$ cat src/rtl/wave_pkg.sv
// Shared encodings and level constants for the waveform controller.
package wave_pkg;

  localparam int          LEVEL_W    = 12;
  localparam logic [11:0] LEVEL_FULL = 12'd4095;

  // Edit field / FSM state encodings.
  localparam logic [1:0] FIELD_VIEW = 2'd0;
  localparam logic [1:0] FIELD_MAX  = 2'd1;
  localparam logic [1:0] FIELD_MIN  = 2'd2;
  localparam logic [1:0] FIELD_DIV  = 2'd3;

  typedef enum logic [1:0] {
    WAVE_SAW    = 2'd0,
    WAVE_TRI    = 2'd1,
    WAVE_SQUARE = 2'd2,
    WAVE_SINE   = 2'd3
  } wave_e;

  // The edit field cycles through all four encodings.
  function automatic logic [1:0] next_field(input logic [1:0] f);
    return f + 2'd1;
  endfunction

endpackage

$ cat src/rtl/wave_sample_timer.sv
// Per-sample tick generator and sample index counter.
// divider is the value in effect for the next cycle, so a commit edge
// starts the new sample period immediately under the new divider.
module sample_timer
  import wave_pkg::*;
#(
  parameter int N_SAMPLES = 100,
  parameter int IDX_W     = 7,
  parameter int DIV_W     = 16
) (
  input  logic             clock,
  input  logic             resetn,
  input  logic [DIV_W-1:0] divider,
  input  logic             load,
  output logic             sample_tick,
  output logic [IDX_W-1:0] sample_idx,
  output logic             wrap
);

  localparam logic [IDX_W-1:0] IDX_LAST = IDX_W'(N_SAMPLES - 1);

  logic [DIV_W-1:0] cnt;
  logic [DIV_W-1:0] cnt_next;
  logic             tick_next;

  assign wrap = sample_tick && (sample_idx == IDX_LAST);

  // Counter returns to 0 after the tick cycle; tick is flagged one edge
  // ahead so it is high exactly while the counter sits at divider-1.
  always_comb begin
    cnt_next  = cnt + DIV_W'(1);
    if (sample_tick || load) cnt_next = '0;
    tick_next = (cnt_next == (divider - DIV_W'(1)));
  end

  // Tick counter and registered tick.
  always_ff @(posedge clock or negedge resetn) begin
    if (!resetn) begin
      cnt         <= '0;
      sample_tick <= 1'b0;
    end else begin
      cnt         <= cnt_next;
      sample_tick <= tick_next;
    end
  end

  // Sample index advances on every tick and wraps at the last sample.
  always_ff @(posedge clock or negedge resetn) begin
    if (!resetn) begin
      sample_idx <= '0;
    end else if (sample_tick) begin
      sample_idx <= wrap ? '0 : sample_idx + IDX_W'(1);
    end
  end

endmodule

$ cat src/rtl/wave_controller.sv
// Waveform settings controller: button-driven edit FSM, shadow settings
// with clamped arithmetic, and commit of all settings at the period wrap.
//
//   state     | meaning
//   ----------+-----------------------------------------------
//   VIEW      | up/down cycle the waveform select
//   EDIT_MAX  | up/down step the upper level by AMP_STEP
//   EDIT_MIN  | up/down step the lower level by AMP_STEP
//   EDIT_DIV  | up/down step the sample-rate divider by DIV_STEP
module wave_controller
  import wave_pkg::*;
#(
  parameter int N_SAMPLES = 100,
  parameter int IDX_W     = 7,
  parameter int AMP_STEP  = 64,
  parameter int DIV_W     = 16,
  parameter int DIV_RESET = 1000,
  parameter int DIV_STEP  = 50,
  parameter int DIV_MIN   = 1,
  parameter int DIV_MAX   = 65000
) (
  input  logic               clock,
  input  logic               resetn,
  input  logic               btn_mode,
  input  logic               btn_up,
  input  logic               btn_down,
  output logic [LEVEL_W-1:0] maximum,
  output logic [LEVEL_W-1:0] minimum,
  output logic [DIV_W-1:0]   divider,
  output logic [1:0]         wave_sel,
  output logic               sample_tick,
  output logic [IDX_W-1:0]   sample_idx,
  output logic [1:0]         edit_field,
  output logic               pending
);

  localparam logic [LEVEL_W:0]   AMP_X      = (LEVEL_W + 1)'(AMP_STEP);
  localparam logic [LEVEL_W:0]   FULL_X     = {1'b0, LEVEL_FULL};
  localparam logic [DIV_W:0]     DSTEP_X    = (DIV_W + 1)'(DIV_STEP);
  localparam logic [DIV_W:0]     DMIN_X     = (DIV_W + 1)'(DIV_MIN);
  localparam logic [DIV_W:0]     DMAX_X     = (DIV_W + 1)'(DIV_MAX);
  localparam logic [DIV_W-1:0]   DIV_INIT   = DIV_W'(DIV_RESET);

  logic [LEVEL_W-1:0] max_sh, min_sh, max_sh_n, min_sh_n;
  logic [DIV_W-1:0]   div_sh, div_sh_n;
  logic [1:0]         wave_sh, wave_sh_n;
  logic [1:0]         field_n;

  logic               up_ok, down_ok;
  logic [LEVEL_W:0]   max_inc, min_inc;
  logic [DIV_W:0]     div_inc, div_dec_floor;

  logic               wrap;
  logic [DIV_W-1:0]   timer_div;

  logic [LEVEL_W-1:0] max_c_n, min_c_n;
  logic [DIV_W-1:0]   div_c_n;
  logic [1:0]         wave_c_n;

  // Mode wins over up/down; simultaneous up and down cancel out.
  assign up_ok   = btn_up & ~btn_down & ~btn_mode;
  assign down_ok = btn_down & ~btn_up & ~btn_mode;

  // One extra bit of headroom so clamps compare without wrap/underflow.
  assign max_inc       = {1'b0, max_sh} + AMP_X;
  assign min_inc       = {1'b0, min_sh} + AMP_X;
  assign div_inc       = {1'b0, div_sh} + DSTEP_X;
  assign div_dec_floor = DMIN_X + DSTEP_X;

  // Edit FSM and clamped shadow updates; keeps min_sh <= max_sh.
  always_comb begin
    field_n   = edit_field;
    max_sh_n  = max_sh;
    min_sh_n  = min_sh;
    div_sh_n  = div_sh;
    wave_sh_n = wave_sh;
    if (btn_mode) begin
      field_n = next_field(edit_field);
    end else if (up_ok) begin
      case (edit_field)
        FIELD_VIEW: wave_sh_n = wave_sh + 2'd1;
        FIELD_MAX:  max_sh_n  = (max_inc > FULL_X) ? LEVEL_FULL : max_inc[LEVEL_W-1:0];
        FIELD_MIN:  min_sh_n  = (min_inc > {1'b0, max_sh}) ? max_sh : min_inc[LEVEL_W-1:0];
        default:    div_sh_n  = (div_inc > DMAX_X) ? DMAX_X[DIV_W-1:0] : div_inc[DIV_W-1:0];
      endcase
    end else if (down_ok) begin
      case (edit_field)
        FIELD_VIEW: wave_sh_n = wave_sh - 2'd1;
        FIELD_MAX:  max_sh_n  = ({1'b0, max_sh} >= min_inc) ?
                                max_sh - AMP_X[LEVEL_W-1:0] : min_sh;
        FIELD_MIN:  min_sh_n  = ({1'b0, min_sh} >= AMP_X) ?
                                min_sh - AMP_X[LEVEL_W-1:0] : '0;
        default:    div_sh_n  = ({1'b0, div_sh} >= div_dec_floor) ?
                                div_sh - DSTEP_X[DIV_W-1:0] : DMIN_X[DIV_W-1:0];
      endcase
    end
  end

  // Edit state and shadow registers.
  always_ff @(posedge clock or negedge resetn) begin
    if (!resetn) begin
      edit_field <= FIELD_VIEW;
      max_sh     <= LEVEL_FULL;
      min_sh     <= '0;
      div_sh     <= DIV_INIT;
      wave_sh    <= WAVE_SAW;
    end else begin
      edit_field <= field_n;
      max_sh     <= max_sh_n;
      min_sh     <= min_sh_n;
      div_sh     <= div_sh_n;
      wave_sh    <= wave_sh_n;
    end
  end

  // Next committed values: shadows (including this cycle's edit) at a wrap.
  always_comb begin
    max_c_n  = maximum;
    min_c_n  = minimum;
    div_c_n  = divider;
    wave_c_n = wave_sel;
    if (wrap) begin
      max_c_n  = max_sh_n;
      min_c_n  = min_sh_n;
      div_c_n  = div_sh_n;
      wave_c_n = wave_sh_n;
    end
  end

  // Committed settings and pending flag.
  always_ff @(posedge clock or negedge resetn) begin
    if (!resetn) begin
      maximum  <= LEVEL_FULL;
      minimum  <= '0;
      divider  <= DIV_INIT;
      wave_sel <= WAVE_SAW;
      pending  <= 1'b0;
    end else begin
      maximum  <= max_c_n;
      minimum  <= min_c_n;
      divider  <= div_c_n;
      wave_sel <= wave_c_n;
      pending  <= (max_sh_n != max_c_n) || (min_sh_n != min_c_n) ||
                  (div_sh_n != div_c_n) || (wave_sh_n != wave_c_n);
    end
  end

  assign timer_div = div_c_n;

  sample_timer #(
    .N_SAMPLES (N_SAMPLES),
    .IDX_W     (IDX_W),
    .DIV_W     (DIV_W)
  ) u_timer (
    .clock       (clock),
    .resetn      (resetn),
    .divider     (timer_div),
    .load        (wrap),
    .sample_tick (sample_tick),
    .sample_idx  (sample_idx),
    .wrap        (wrap)
  );

endmodule

$ cat config.mk
export PLATFORM = sky130hd
export DESIGN_NAME = wave_controller
export DESIGN_NICKNAME = d
export VERILOG_FILES = /design/src/rtl/wave_pkg.sv /design/src/rtl/wave_sample_timer.sv /design/src/rtl/wave_controller.sv
export SDC_FILE = /design/constraint.sdc
export NUM_CORES = 1
export LEC_CHECK = 0
export CORE_UTILIZATION = 34
export CTS_CLUSTER_SIZE = 8
export DETAILED_ROUTE_END_ITERATION = 8
export PLACE_DENSITY_LB_ADDON = 0.1
export SLEW_MARGIN = 0
export SYNTH_ARGS = -nofsm -noshare
export SYNTH_HDL_FRONTEND = slang
export SYNTH_SLANG_ARGS = --single-unit
$ cat constraint.sdc
create_clock -name clock -period 4.5 [get_ports clock]
set_input_delay 1.35 -clock clock [delete_from_list [all_inputs] [get_ports clock]]
set_output_delay 1.35 -clock clock [all_outputs]
set_load 0.005 [all_outputs]
==> results_dict.tcl <==
set metrics [dict create \
    syn_avg_cell_area_sq_um 8.26 \
    slew_viol_final 0 \
    ys_seq_area_share_pct 33.1 \
    cp-end-kind "register" \
    start_util_pct 34.9 \
    syn-cell-area_sq_um 8540 \
    cts_buffers 9 \
    final_cell_mix "176 x buf_4, 120 x nand2_1, 86 x nor2_1, 75 x dfrtp_1, 53 x clkdlybuf4s50_1" \
    min_period_over_period_pct 96.1 \
    clk_path_buf_depth 2 \
    cts_hold_buf 0 \
    skew_ns 0.0119 \
    vias_per_cell 5.53 \
    io_pins 58 \
    routabilityCongestion 0.963 \
    max_cap_violations 0 \
    synthAdderAreaFrac_pct 4.07 \
    cp-start-kind "register" \
    syn_inst 1034 \
    finalSetupViolCount 0 \
    synth_top_family_by_area "simple AND/OR/NAND/NOR gates" \
    ant_nets 0 \
    hold_class "reg2reg" \
    layout.cells.non_filler 1554 \
    cts-root-buf "clkbuf_16" \
    io_buffers 57 \
    required_ns 4.81 \
    die_w_um 160 \
    slew_headroom_pct 48.8 \
    p_sw_share_pct 46.0 \
    dpl.cell_count 1534 \
    yosys_warnings 0 \
    worst_ep_arrival_time_ns 4.63 \
    die_area_sq_um 25700 \
    status "finished, final reports clean" \
    yosys.area_share.simple_pct 26.6 \
    grt_overflow 0 \
    tightestPinTransition_ns 0.761 \
    grt_pass1_wl_um 50100 \
    power.switching_w 0.00231 \
    synth_top_cell_by_area "dfrtp_1" \
    internal_power_w 0.00272 \
    drt-total-wl_um 32300 \
    r2r_slack_ns 0.17 \
    max_clock_freq_mhz 231 \
    placed_cell_area_sq_um 10600 \
    comb_power_share_pct 53.0 \
    p_leak_nw 4.84 \
    grt_pass1_vias 8395 \
    drt_iter0_markers 724 \
    synth_xor_xnor_area_share_pct 7.69 \
    grt_max_degree 36 \
    grtUsageTotal_pct 25.4 \
    htree_levels 3 \
    drive_gt1_share_pct 25.9 \
    firstDrtPassIters 5 \
    synth_edf_count 0 \
    clock_latency_ns 0.37 \
    antenna_found_initial 0 \
    critPathMaxFanout 9 \
    layout_commonest_cell "buf_4" \
    die_y_um 160 \
    synth_area_leaders "dfrtp_1 22%, dfstp_2 11%, nand2_1 5.3%" \
    core_sq_um 24500 \
    cts_tree "done" \
    rows 57 \
    syn-num-nets 1066 \
    p_clk_share_pct 17.5 \
    areaGrowthSynthToFinish_pct 32.8 \
    fin_area_sq_um 11300 \
    synth_ff_type "dfrtp_1" \
    crit_type "reg2reg" \
    regArea_sq_um 2820 \
    fillers 2452 \
    synthArstFlopShare_pct 100 \
    clock_sink_count 111 \
    seqPwrFrac_pct 29.5 \
    synth-compound-area-share_pct 21.1 \
    final_net_count 1257 \
    yosys-mux-area-fraction_pct 2.77 \
    multi_input_area_sq_um 5670 \
    period_needed_ns 4.33 \
    wl_per_cell_um 20.8 \
    drc 0 \
    peakVddDrop_v 0.000228 \
    yosysTopAreaCellShare_pct 22.0 \
    synth_seq_cells 111 \
    clkTransAtPathRegs_ns 0.09 \
    dp_hpwl_um 25000 \
    synth_cell_types 91 \
    antenna_cells 0 \
    powerDensity_nw_per_um2 443 \
    vias 8590 \
    hold_viol 0 \
]
-- power by group through the flow --
stage	clock network (W)	registers [W]	logic, W
final	0.000880	0.00148	0.00267
after global routing	0.000946	0.00150	0.00287
after CTS	0.000907	0.00146	0.00250
after detailed placement	0	0.00148	0.00247
after global placement	0	0.00148	0.00249
after floorplan	0	0.00132	0.00155
-- what timing repair did --
item | CTS | global route
setup buffers | 0 | 4
setup endpoints to repair | 2 | 2
pin swaps | 0 | 21
gates resized for setup | 4 | 68
-- registers in the layout, indices dropped and copies added, names as in the netlist, 2 cells and up --
signal,flops
div_sh,16
divider,16
edit_field,2
max_sh,12
maximum,12
min_sh,12
minimum,12
u_timer.cnt,16
u_timer.sample_idx,7
wave_sel,2
wave_sh,2
-- critical path, cell delays in order, from the launching register on --
cell and delay (ns):
dfrtp_1 0.41, buf_4 0.21, inv_2 0.06, ha_1 0.31
or4_1 0.49, nor2_1 0.21, and4b_2 0.32, a22oi_2 0.10
buf_4 0.20, a311oi_4 0.33, nor2_1 0.11, ha_1 0.23
xnor2_1 0.19, xnor2_1 0.09, a211o_1 0.26, a2111oi_4 0.18
o221a_1 0.24, o2111a_1 0.18, o211a_1 0.14
-- layout make-up --
class | count | area share [%]
multi-input cells | 824 | 50.0
flip-flops and latches | 111 | 24.9
inverters | 41 | 1.36
well taps | 324 | 3.57
clock buffers | 9 | 1.99
repair buffers | 238 | 17.4
clock inverters | 7 | 0.805
-- path summary, 6_finish.rpt --
check | from | to | depth (start not counted)
worst max-delay path | div_sh[1] | u_timer.sample_tick | 18
min in group asynchronous | resetn | wave_sh[0] | 1
worst max register to register | div_sh[1] | u_timer.sample_tick | 18
worst min register to register | maximum[11] | maximum[11] | 2
worst min-delay path | maximum[11] | maximum[11] | 2
max in group asynchronous | resetn | max_sh[0] | 2
-- synthesized netlist by cell type (4+ instances only) --
| cell type | n |
|---|---|
| o211ai_1 | 9 |
| buf_2 | 9 |
| xnor2_1 | 36 |
| and3_1 | 15 |
| a211o_1 | 7 |
| dfrtp_1 | 75 |
| inv_1 | 40 |
| mux2i_1 | 12 |
| o31a_1 | 4 |
| a311oi_1 | 7 |
| nand3_1 | 50 |
| nor4_1 | 11 |
| a21o_1 | 15 |
| or4_1 | 4 |
| xor2_1 | 39 |
| nor2_1 | 90 |
| nor3_1 | 34 |
| a21oi_1 | 38 |
| a31o_2 | 4 |
| a211oi_1 | 12 |
| ha_1 | 27 |
| o22ai_1 | 18 |
| mux2_2 | 9 |
| a31oi_1 | 17 |
| nor3b_1 | 9 |
| o21ai_1 | 6 |
| o31ai_1 | 12 |
| nand2_1 | 120 |
| o21a_1 | 4 |
| or3_1 | 8 |
| and2_0 | 4 |
| or2_2 | 7 |
| nand4b_1 | 6 |
| o21ai_0 | 53 |
| o22a_1 | 4 |
| nand4_1 | 14 |
| and4_1 | 5 |
| and2_1 | 13 |
| nor2b_1 | 13 |
| nand3b_1 | 5 |
| nand2b_1 | 17 |
| dfstp_2 | 36 |
| clkbuf_1 | 44 |
-- stage by stage --
stage	power, W	hold slack [ns]	util [%]	setup TNS, ns	worst slack (ns)
2_1_floorplan	0.00288	0.462	-	0	0.0338
3_3_place_gp	0.00397	0.464	43.4	-0.926	-0.503
3_5_place_dp	0.00396	0.467	43.4	-1.06	-0.593
4_1_cts	0.00487	0.480	44.8	-0.103	-0.103
5_1_grt	0.00532	0.500	46.4	-0.0134	-0.0134
6_report	0.00503	0.478	46.4	0	0.175
-- cells by family after synthesis --
kind of cell,after synthesis
simple gates,443
compound gates,256
flops,111
buf+inv,99
xor+xnor,75
fa+ha+maj,28
mux,22
-- routing by layer --
metal / wire [um] / vias up / GRT usage, %
met5: 0 / - / 0
met4: 456 / 0 / 5.41
met2: 13500 / 253 / 37.0
met3: 1670 / 24 / 3.20
li1: - / 4132 / -
met1: 16700 / 4181 / 39.4
Power figures use the tool's default switching activity.
